===== src/rtl/rh_hammer_engine_if.sv =====
// Memory injection port of the rowhammer engine: registered request with a
// single-cycle ack; read data is valid in the ack cycle.
interface rh_hammer_engine_if #(
  parameter int ADDR_WIDTH = 32,
  parameter int WORD_WIDTH = 64
);
  logic                  mem_req;
  logic                  mem_write;
  logic [ADDR_WIDTH-1:0] mem_addr;
  logic [WORD_WIDTH-1:0] mem_wdata;
  logic                  mem_ack;
  logic [WORD_WIDTH-1:0] mem_rdata;

  modport master (
    output mem_req, mem_write, mem_addr, mem_wdata,
    input  mem_ack, mem_rdata
  );

  modport slave (
    input  mem_req, mem_write, mem_addr, mem_wdata,
    output mem_ack, mem_rdata
  );
endinterface


===== src/rtl/rh_hammer_engine.sv =====
// Rowhammer sequencer: fills a victim row with a pattern, hammers its neighbour
// rows, then reads the victim back and accumulates flip statistics.
module rh_hammer_engine #(
  parameter int ADDR_WIDTH = 32,
  parameter int WORD_WIDTH = 64,
  parameter int ROW_WIDTH  = 12,
  parameter int ROW_POS    = 10,
  parameter int COL_WIDTH  = 10,
  parameter int COL_POS    = 0
) (
  input  logic                  clk,
  input  logic                  reset_n,
  input  logic                  start,
  input  logic                  abort,
  input  logic [WORD_WIDTH-1:0] pattern,
  input  logic [ADDR_WIDTH-1:0] victim_addr,
  input  logic [31:0]           hammer_count,
  input  logic [1:0]            aggr_mode,
  rh_hammer_engine_if.master    mem,
  output logic                  busy,
  output logic                  done,
  output logic [3:0]            state,
  output logic [63:0]           bit_flip_count,
  output logic [COL_WIDTH:0]    flip_words,
  output logic [ADDR_WIDTH-1:0] first_flip_addr
);

  typedef enum logic [3:0] {
    S_IDLE   = 4'd0,
    S_INIT   = 4'd1,
    S_HAMMER = 4'd2,
    S_READ   = 4'd3,
    S_DONE   = 4'd4
  } state_t;

  state_t                state_q, state_d;
  logic [WORD_WIDTH-1:0] pattern_q, pattern_d;
  logic [ADDR_WIDTH-1:0] victim_q, victim_d;
  logic [31:0]           hcount_q, hcount_d;
  logic [1:0]            mode_q, mode_d;
  logic [COL_WIDTH-1:0]  col_q, col_d;
  logic [1:0]            aggr_idx_q, aggr_idx_d;
  logic [31:0]           round_q, round_d;
  logic                  req_q, req_d;
  logic                  write_q, write_d;
  logic [ADDR_WIDTH-1:0] addr_q, addr_d;
  logic [63:0]           bfc_q, bfc_d;
  logic [COL_WIDTH:0]    fw_q, fw_d;
  logic [ADDR_WIDTH-1:0] first_q, first_d;

  logic                  fire;
  logic [63:0]           flips;

  function automatic logic [ADDR_WIDTH-1:0] make_addr(input logic [ADDR_WIDTH-1:0] base,
                                                      input logic [ROW_WIDTH-1:0]  row,
                                                      input logic [COL_WIDTH-1:0]  col);
    logic [ADDR_WIDTH-1:0] a;
    a = base;
    a[ROW_POS +: ROW_WIDTH] = row;
    a[COL_POS +: COL_WIDTH] = col;
    return a;
  endfunction

  // Offset selector: 0=-2, 1=-1, 2=+1, 3=+2; reserved mode behaves as double.
  function automatic logic [1:0] aggr_sel(input logic [1:0] mode, input logic [1:0] idx);
    case (mode)
      2'd0:    return 2'd2;
      2'd2:    return idx;
      default: return (idx == 2'd0) ? 2'd1 : 2'd2;
    endcase
  endfunction

  function automatic logic [1:0] aggr_last(input logic [1:0] mode);
    case (mode)
      2'd0:    return 2'd0;
      2'd2:    return 2'd3;
      default: return 2'd1;
    endcase
  endfunction

  function automatic logic [ADDR_WIDTH-1:0] aggr_addr(input logic [ADDR_WIDTH-1:0] base,
                                                      input logic [1:0]            sel);
    logic [ROW_WIDTH-1:0] row;
    row = base[ROW_POS +: ROW_WIDTH];
    case (sel)
      2'd0:    row = row - ROW_WIDTH'(2);
      2'd1:    row = row - ROW_WIDTH'(1);
      2'd2:    row = row + ROW_WIDTH'(1);
      default: row = row + ROW_WIDTH'(2);
    endcase
    return make_addr(base, row, '0);
  endfunction

  function automatic logic [63:0] popcount(input logic [WORD_WIDTH-1:0] v);
    logic [63:0] c;
    c = '0;
    for (int i = 0; i < WORD_WIDTH; i++) c = c + 64'(v[i]);
    return c;
  endfunction

  assign fire  = req_q && mem.mem_ack;
  assign flips = popcount(pattern_q ^ mem.mem_rdata);

  always_comb begin
    state_d    = state_q;
    pattern_d  = pattern_q;
    victim_d   = victim_q;
    hcount_d   = hcount_q;
    mode_d     = mode_q;
    col_d      = col_q;
    aggr_idx_d = aggr_idx_q;
    round_d    = round_q;
    req_d      = req_q;
    write_d    = write_q;
    addr_d     = addr_q;
    bfc_d      = bfc_q;
    fw_d       = fw_q;
    first_d    = first_q;

    if (abort && (state_q == S_INIT || state_q == S_HAMMER || state_q == S_READ)) begin
      // A coincident ack is dropped on the floor together with the test.
      state_d = S_IDLE;
      req_d   = 1'b0;
      write_d = 1'b0;
    end else begin
      case (state_q)
        S_IDLE, S_DONE: begin
          if (start) begin
            state_d    = S_INIT;
            pattern_d  = pattern;
            victim_d   = victim_addr;
            hcount_d   = hammer_count;
            mode_d     = aggr_mode;
            col_d      = '0;
            aggr_idx_d = '0;
            round_d    = '0;
            req_d      = 1'b1;
            write_d    = 1'b1;
            addr_d     = make_addr(victim_addr, victim_addr[ROW_POS +: ROW_WIDTH], '0);
            bfc_d      = '0;
            fw_d       = '0;
            first_d    = '0;
          end
        end
        S_INIT: begin
          if (fire) begin
            if (col_q == '1) begin
              col_d   = '0;
              write_d = 1'b0;
              if (hcount_q == '0) begin
                state_d = S_READ;
                addr_d  = make_addr(victim_q, victim_q[ROW_POS +: ROW_WIDTH], '0);
              end else begin
                state_d    = S_HAMMER;
                aggr_idx_d = '0;
                addr_d     = aggr_addr(victim_q, aggr_sel(mode_q, 2'd0));
              end
            end else begin
              col_d  = col_q + COL_WIDTH'(1);
              addr_d = make_addr(victim_q, victim_q[ROW_POS +: ROW_WIDTH], col_q + COL_WIDTH'(1));
            end
          end
        end
        S_HAMMER: begin
          if (fire) begin
            if (aggr_idx_q == aggr_last(mode_q)) begin
              round_d    = round_q + 32'd1;
              aggr_idx_d = '0;
              if (round_q + 32'd1 == hcount_q) begin
                state_d = S_READ;
                addr_d  = make_addr(victim_q, victim_q[ROW_POS +: ROW_WIDTH], '0);
              end else begin
                addr_d = aggr_addr(victim_q, aggr_sel(mode_q, 2'd0));
              end
            end else begin
              aggr_idx_d = aggr_idx_q + 2'd1;
              addr_d     = aggr_addr(victim_q, aggr_sel(mode_q, aggr_idx_q + 2'd1));
            end
          end
        end
        S_READ: begin
          if (fire) begin
            bfc_d = bfc_q + flips;
            if (flips != '0) begin
              fw_d = fw_q + (COL_WIDTH+1)'(1);
              if (fw_q == '0) first_d = addr_q;
            end
            if (col_q == '1) begin
              state_d = S_DONE;
              req_d   = 1'b0;
            end else begin
              col_d  = col_q + COL_WIDTH'(1);
              addr_d = make_addr(victim_q, victim_q[ROW_POS +: ROW_WIDTH], col_q + COL_WIDTH'(1));
            end
          end
        end
        default: begin
          state_d = S_IDLE;
          req_d   = 1'b0;
        end
      endcase
    end
  end

  always_ff @(posedge clk or negedge reset_n) begin
    if (!reset_n) begin
      state_q    <= S_IDLE;
      pattern_q  <= '0;
      victim_q   <= '0;
      hcount_q   <= '0;
      mode_q     <= '0;
      col_q      <= '0;
      aggr_idx_q <= '0;
      round_q    <= '0;
      req_q      <= 1'b0;
      write_q    <= 1'b0;
      addr_q     <= '0;
      bfc_q      <= '0;
      fw_q       <= '0;
      first_q    <= '0;
    end else begin
      state_q    <= state_d;
      pattern_q  <= pattern_d;
      victim_q   <= victim_d;
      hcount_q   <= hcount_d;
      mode_q     <= mode_d;
      col_q      <= col_d;
      aggr_idx_q <= aggr_idx_d;
      round_q    <= round_d;
      req_q      <= req_d;
      write_q    <= write_d;
      addr_q     <= addr_d;
      bfc_q      <= bfc_d;
      fw_q       <= fw_d;
      first_q    <= first_d;
    end
  end

  assign mem.mem_req   = req_q;
  assign mem.mem_write = write_q;
  assign mem.mem_addr  = addr_q;
  assign mem.mem_wdata = pattern_q;

  assign state           = state_q;
  assign busy            = (state_q == S_INIT) || (state_q == S_HAMMER) || (state_q == S_READ);
  assign done            = (state_q == S_DONE);
  assign bit_flip_count  = bfc_q;
  assign flip_words      = fw_q;
  assign first_flip_addr = first_q;

endmodule


===== src/flat_wrapper.sv =====
// flat-port wrapper written by rule: the top's interface ports become plain ports
module rh_hammer_engine_flat 
#(
  parameter int ADDR_WIDTH = 32,
  parameter int WORD_WIDTH = 64,
  parameter int ROW_WIDTH  = 12,
  parameter int ROW_POS    = 10,
  parameter int COL_WIDTH  = 10,
  parameter int COL_POS    = 0
)
  (clk, reset_n, start, abort, pattern, victim_addr, hammer_count, aggr_mode, busy, done, state, bit_flip_count, flip_words, first_flip_addr, mem_mem_req, mem_mem_write, mem_mem_addr, mem_mem_wdata, mem_mem_ack, mem_mem_rdata);
  rh_hammer_engine_if #(.ADDR_WIDTH(ADDR_WIDTH), .WORD_WIDTH(WORD_WIDTH)) mem_i ();
  input  logic clk;
  input  logic reset_n;
  input  logic start;
  input  logic abort;
  input  logic [WORD_WIDTH-1:0] pattern;
  input  logic [ADDR_WIDTH-1:0] victim_addr;
  input  logic [31:0] hammer_count;
  input  logic [1:0] aggr_mode;
  output logic busy;
  output logic done;
  output logic [3:0] state;
  output logic [63:0] bit_flip_count;
  output logic [COL_WIDTH:0] flip_words;
  output logic [ADDR_WIDTH-1:0] first_flip_addr;
  output wire logic [$bits(mem_i.mem_req)-1:0] mem_mem_req;
  output wire logic [$bits(mem_i.mem_write)-1:0] mem_mem_write;
  output wire logic [$bits(mem_i.mem_addr)-1:0] mem_mem_addr;
  output wire logic [$bits(mem_i.mem_wdata)-1:0] mem_mem_wdata;
  input wire logic [$bits(mem_i.mem_ack)-1:0] mem_mem_ack;
  input wire logic [$bits(mem_i.mem_rdata)-1:0] mem_mem_rdata;
  assign mem_mem_req = mem_i.mem_req;
  assign mem_mem_write = mem_i.mem_write;
  assign mem_mem_addr = mem_i.mem_addr;
  assign mem_mem_wdata = mem_i.mem_wdata;
  assign mem_i.mem_ack = mem_mem_ack;
  assign mem_i.mem_rdata = mem_mem_rdata;
  rh_hammer_engine #(.ADDR_WIDTH(ADDR_WIDTH), .WORD_WIDTH(WORD_WIDTH), .ROW_WIDTH(ROW_WIDTH), .ROW_POS(ROW_POS), .COL_WIDTH(COL_WIDTH), .COL_POS(COL_POS)) u_core (.clk(clk), .reset_n(reset_n), .start(start), .abort(abort), .pattern(pattern), .victim_addr(victim_addr), .hammer_count(hammer_count), .aggr_mode(aggr_mode), .mem(mem_i), .busy(busy), .done(done), .state(state), .bit_flip_count(bit_flip_count), .flip_words(flip_words), .first_flip_addr(first_flip_addr));
endmodule

===== config.mk =====
export PLATFORM = sky130hd
export DESIGN_NAME = rh_hammer_engine_flat
export DESIGN_NICKNAME = d
export VERILOG_FILES = /design/src/rtl/rh_hammer_engine_if.sv /design/src/rtl/rh_hammer_engine.sv /design/src/flat_wrapper.sv
export SDC_FILE = /design/constraint.sdc
export NUM_CORES = 1
export LEC_CHECK = 0
export BUFFER_PORTS_ARGS = -buffer_cell sky130_fd_sc_hd__buf_2
export CORE_ASPECT_RATIO = 0.6
export CORE_MARGIN = 8
export CORE_UTILIZATION = 50
export CTS_CLUSTER_SIZE = 12
export DETAILED_ROUTE_END_ITERATION = 16
export PLACE_DENSITY = 0.73
export SYNTH_ARGS = -nofsm -noshare
export SYNTH_HDL_FRONTEND = slang
export SYNTH_SLANG_ARGS = --single-unit
export TNS_END_PERCENT = 5

===== constraint.sdc =====
create_clock -name clk -period 8 [get_ports clk]
set_clock_uncertainty 0.1 [all_clocks]
set_input_delay 0.4 -clock clk [delete_from_list [all_inputs] [get_ports clk]]
set_output_delay 0.4 -clock clk [all_outputs]
set_load 0.1 [all_outputs]

==> flow_summary.json <==
{
  "status": "complete, but fails checks",
  "violations": "negative setup slack",
  "holdPathStages": 3,
  "synth_top_area_share_pct": 40.4,
  "placed_area_um2": 21800,
  "critical_path.max_fanout": 5,
  "post_synth_fa_ha_maj_area_fraction_pct": 7.94,
  "whs_endpoint": "u_core.mem.mem_wdata[4]",
  "rr_worst_depth": 25,
  "ios": 410,
  "fin_tns_setup_ns": -7.19,
  "max_freq_mhz": 121,
  "holdCritPathClass": "primary input to flip-flop",
  "syn_area_per_cell_um2": 8.70,
  "synthFlopType": "dfrtp_1",
  "drc": 0,
  "viasPerCell": 5.85,
  "cp_slowest_stage_delay_ns": 0.55,
  "synth_top_family_by_area": "simple AND/OR/NAND/NOR gates",
  "finalHoldViolCount": 0,
  "synth_edf_count": 0,
  "worstSetupStartpointType": "flip-flop",
  "cts_sinks": 308,
  "synth.yosys.seq_area_share_pct": 40.4,
  "postLayoutCellArea_um2": 24300,
  "fp.coreArea_um2": 37600,
  "syn_inst": 2191,
  "antenna_found_initial": 3,
  "detail-route-antenna-nets": 0,
  "grt_pass1_vias": 18700,
  "fin_ws_ns": -0.244,
  "critPathRequiredTime_ns": 8.33,
  "netlist_area_um2": 19100,
  "fillCellCount": 3015,
  "die_area_um2": 44800,
  "htreeDepth": 2,
  "yosysTopAreaCell": "dfrtp_1",
  "crit_arrival_ns": 8.57,
  "clkLatencyLatePin_ns": 0.53,
  "io_buffers": 398,
  "cts_buffer_depth": 3,
  "num_rows": 55,
  "cp_slowest_cell": "fa_1",
  "r2r-start": "u_core.mem.mem_wdata[1]",
  "hold-worst-slack_ns": 0.0165,
  "crit_buf_inv": 2,
  "synth-simple-area-share_pct": 24.4,
  "gp_congestion": 0.982,
  "path_common_cell": "fa_1",
  "yosysWarnings": 0,
  "cp_top_family": "adder cells",
  "rsz0062_at_grt": "yes",
  "synthesis.nets": 2478,
  "first_pass_iters": 5,
  "slew_headroom_pct": 23.1,
  "min_from": "pattern[4]",
  "ys_async_sr_fraction_pct": 100,
  "setup_violations": 73,
  "die_w_um": 268,
  "synth_cell_types": 84,
  "vias": 18800,
  "cts_buffers": 34,
  "grt_max_degree": 110,
  "crit_path_end_kind": "flip-flop",
  "rr_endpoint": "u_core.bit_flip_count[52]",
  "ys_ff_latch": 308,
  "synth_compound_area_share_pct": 13.3,
  "clockRootBuffer": "clkbuf_16",
  "fin_crit_sh_pct": 103,
  "nNetsFinal": 2970,
  "synth_xor_area_share_pct": 9.01,
  "drtIter0Drc": 1895,
  "die_height_um": 167,
  "rrSetupSlack_ns": -0.24,
  "routedWlPerCell_um": 21.3,
  "drive_gt1_share_pct": 23.3,
  "synth_mux_area_share_pct": 0.486,
  "cts_tree": "done",
  "dpl.hpwl_um": 49100,
  "drv_cap": 0,
  "grt_pass1_wl_um": 107000,
  "grtUsageTotal_pct": 29.6,
  "area_growth_pct": 27.4,
  "start_util_pct": 50.6,
  "slew_viol_final": 0,
  "clk_pin_slew_ns": 0.06,
  "totalWireLength_um": 68600,
  "synthTopCellsByArea": "dfrtp_1 40%, nand2_1 10%, fa_1 5.8%",
  "crit_type": "flip-flop to flip-flop",
  "period_needed_ns": 8.24,
  "tightest_slew_ns": 1.15,
  "overflow": 0
}
==> per-stage QoR <==
stage	utilization, %	setup WS (ns)	instances
finish	64.5	-0.244	3220
global route	64.5	-0.470	3218
CTS	64.1	-0.268	3207
detailed placement	57.9	-0.401	3037
global placement	57.9	-0.319	3037
floorplan	-	0.0430	2191
==> worst min-delay path: stages <==
cell     delay [ns]
buf_2          0.07
nand2_1        0.06
nand2_1        0.06
==> cell usage in the layout (no fill, tap or decap), types with 6 or more instances in the layout <==
cell type        n
o221ai_1         6
or2_2            6
a21o_1           6
mux2i_1          7
dfrtp_1        277
nor4_1          27
buf_2          397
clkbuf_1        10
dfrtp_4          6
o21ai_0        132
dlygate4sd3_1  110
o21a_1           6
nand2b_1         9
or3_1           30
dfrtp_2         25
o41ai_1          7
xnor2_1        121
nor2b_1         10
clkbuf_16       35
and2_1          14
and3_1          25
a21oi_1         62
nand2_1        504
buf_4           75
nor2_1         151
inv_1           75
o211ai_1        10
o21ai_1          6
nand4_1         43
a22o_1          36
and4_1          12
nor3_1          38
fa_1            52
nand3_1         57
xor2_1          70
ha_1            32
a31oi_1         25
o31ai_1         27
==> registers in the layout, indices dropped and copies added, names as in the netlist <==
register and flops:
u_core.bit_flip_count 64, u_core.mem.mem_wdata 64, u_core.first_flip_addr 32, u_core.hcount_q 32
u_core.mem.mem_addr 32, u_core.round_q 32, u_core.victim_q 22, u_core.flip_words 11
u_core.col_q 10, u_core.state 3, u_core.aggr_idx_q 2, u_core.mode_q 2
u_core.mem.mem_req 1, u_core.mem.mem_write 1
==> per-layer routing <==
layer / vias up / track usage [%] / share of wire (%)
met4: 0 / 9.67 / 3.3
met5: - / 0 / 0
li1: 8500 / - / -
met2: 907 / 45.8 / 45
met1: 9278 / 40.6 / 42
met3: 137 / 7.23 / 8.9
==> layout make-up <==
type | count | area (um^2) | share of cell area, %
multi-input cells | 1674 | 10700 | 44.3
flip-flops and latches | 308 | 7760 | 32.0
repair buffers | 587 | 3730 | 15.4
clock buffers | 47 | 941 | 3.88
well taps | 513 | 642 | 2.64
inverters | 78 | 293 | 1.21
clock inverters | 8 | 149 | 0.613
diodes | 5 | 12.5 | 0.0515
==> worst max-delay path by stage <==
| stage | cells after the start | start | end | slack (ns) |
|---|---|---|---|---|
| floorplan | 27 | u_core.mem.mem_wdata[1] | u_core.bit_flip_count[61] | 0.04 |
| CTS | 27 | u_core.mem.mem_wdata[42] | u_core.bit_flip_count[52] | -0.27 |
| finish | 25 | u_core.mem.mem_wdata[1] | u_core.bit_flip_count[52] | -0.24 |
| global route | 25 | u_core.mem.mem_wdata[1] | u_core.bit_flip_count[62] | -0.47 |
| detailed placement | 28 | mem_mem_rdata[0] | u_core.bit_flip_count[60] | -0.40 |
| global placement | 28 | mem_mem_rdata[0] | u_core.bit_flip_count[60] | -0.32 |
==> cell usage after synthesis (6+ instances only) <==
master	count
a21boi_0	6
a21o_1	6
a21oi_1	66
a22o_1	36
a31oi_1	25
and2_1	15
and3_1	25
and4_1	13
buf_1	7
buf_2	12
clkbuf_1	106
dfrtp_1	308
fa_1	55
ha_1	33
inv_1	78
mux2i_1	7
nand2_1	506
nand2b_1	9
nand3_1	57
nand4_1	43
nor2_1	152
nor2b_1	10
nor3_1	41
nor3b_1	7
nor4_1	29
nor4b_1	9
o211ai_1	10
o21a_1	7
o21ai_0	139
o221ai_1	6
o31ai_1	27
o41ai_1	7
or2_2	6
or3_1	31
xnor2_1	122
xor2_1	74
==> logic make-up (layout without fill, tap and decap cells) <==
family / after synthesis / after routing
AND/OR/NAND/NOR: 987 / 987
multiplexers: 9 / 9
other: 1 / 6
adder cells (fa/ha/maj): 88 / 88
buffers and inverters: 210 / 720
flip-flops: 308 / 308
AO/OA/AOI/OAI: 392 / 393
XOR/XNOR: 196 / 196
==> timing repair <==
item	in CTS	in global routing
pin swaps	13	11
buffers inserted	4	8
endpoints found under the hold margin	215	0
endpoints found under the setup margin	62	95
resized for setup	25	14
gates cloned	1	0
hold buffers	110	0
Power is not shown: default switching activity piles up to over one toggle a cycle in this logic, so the estimate is an artifact.
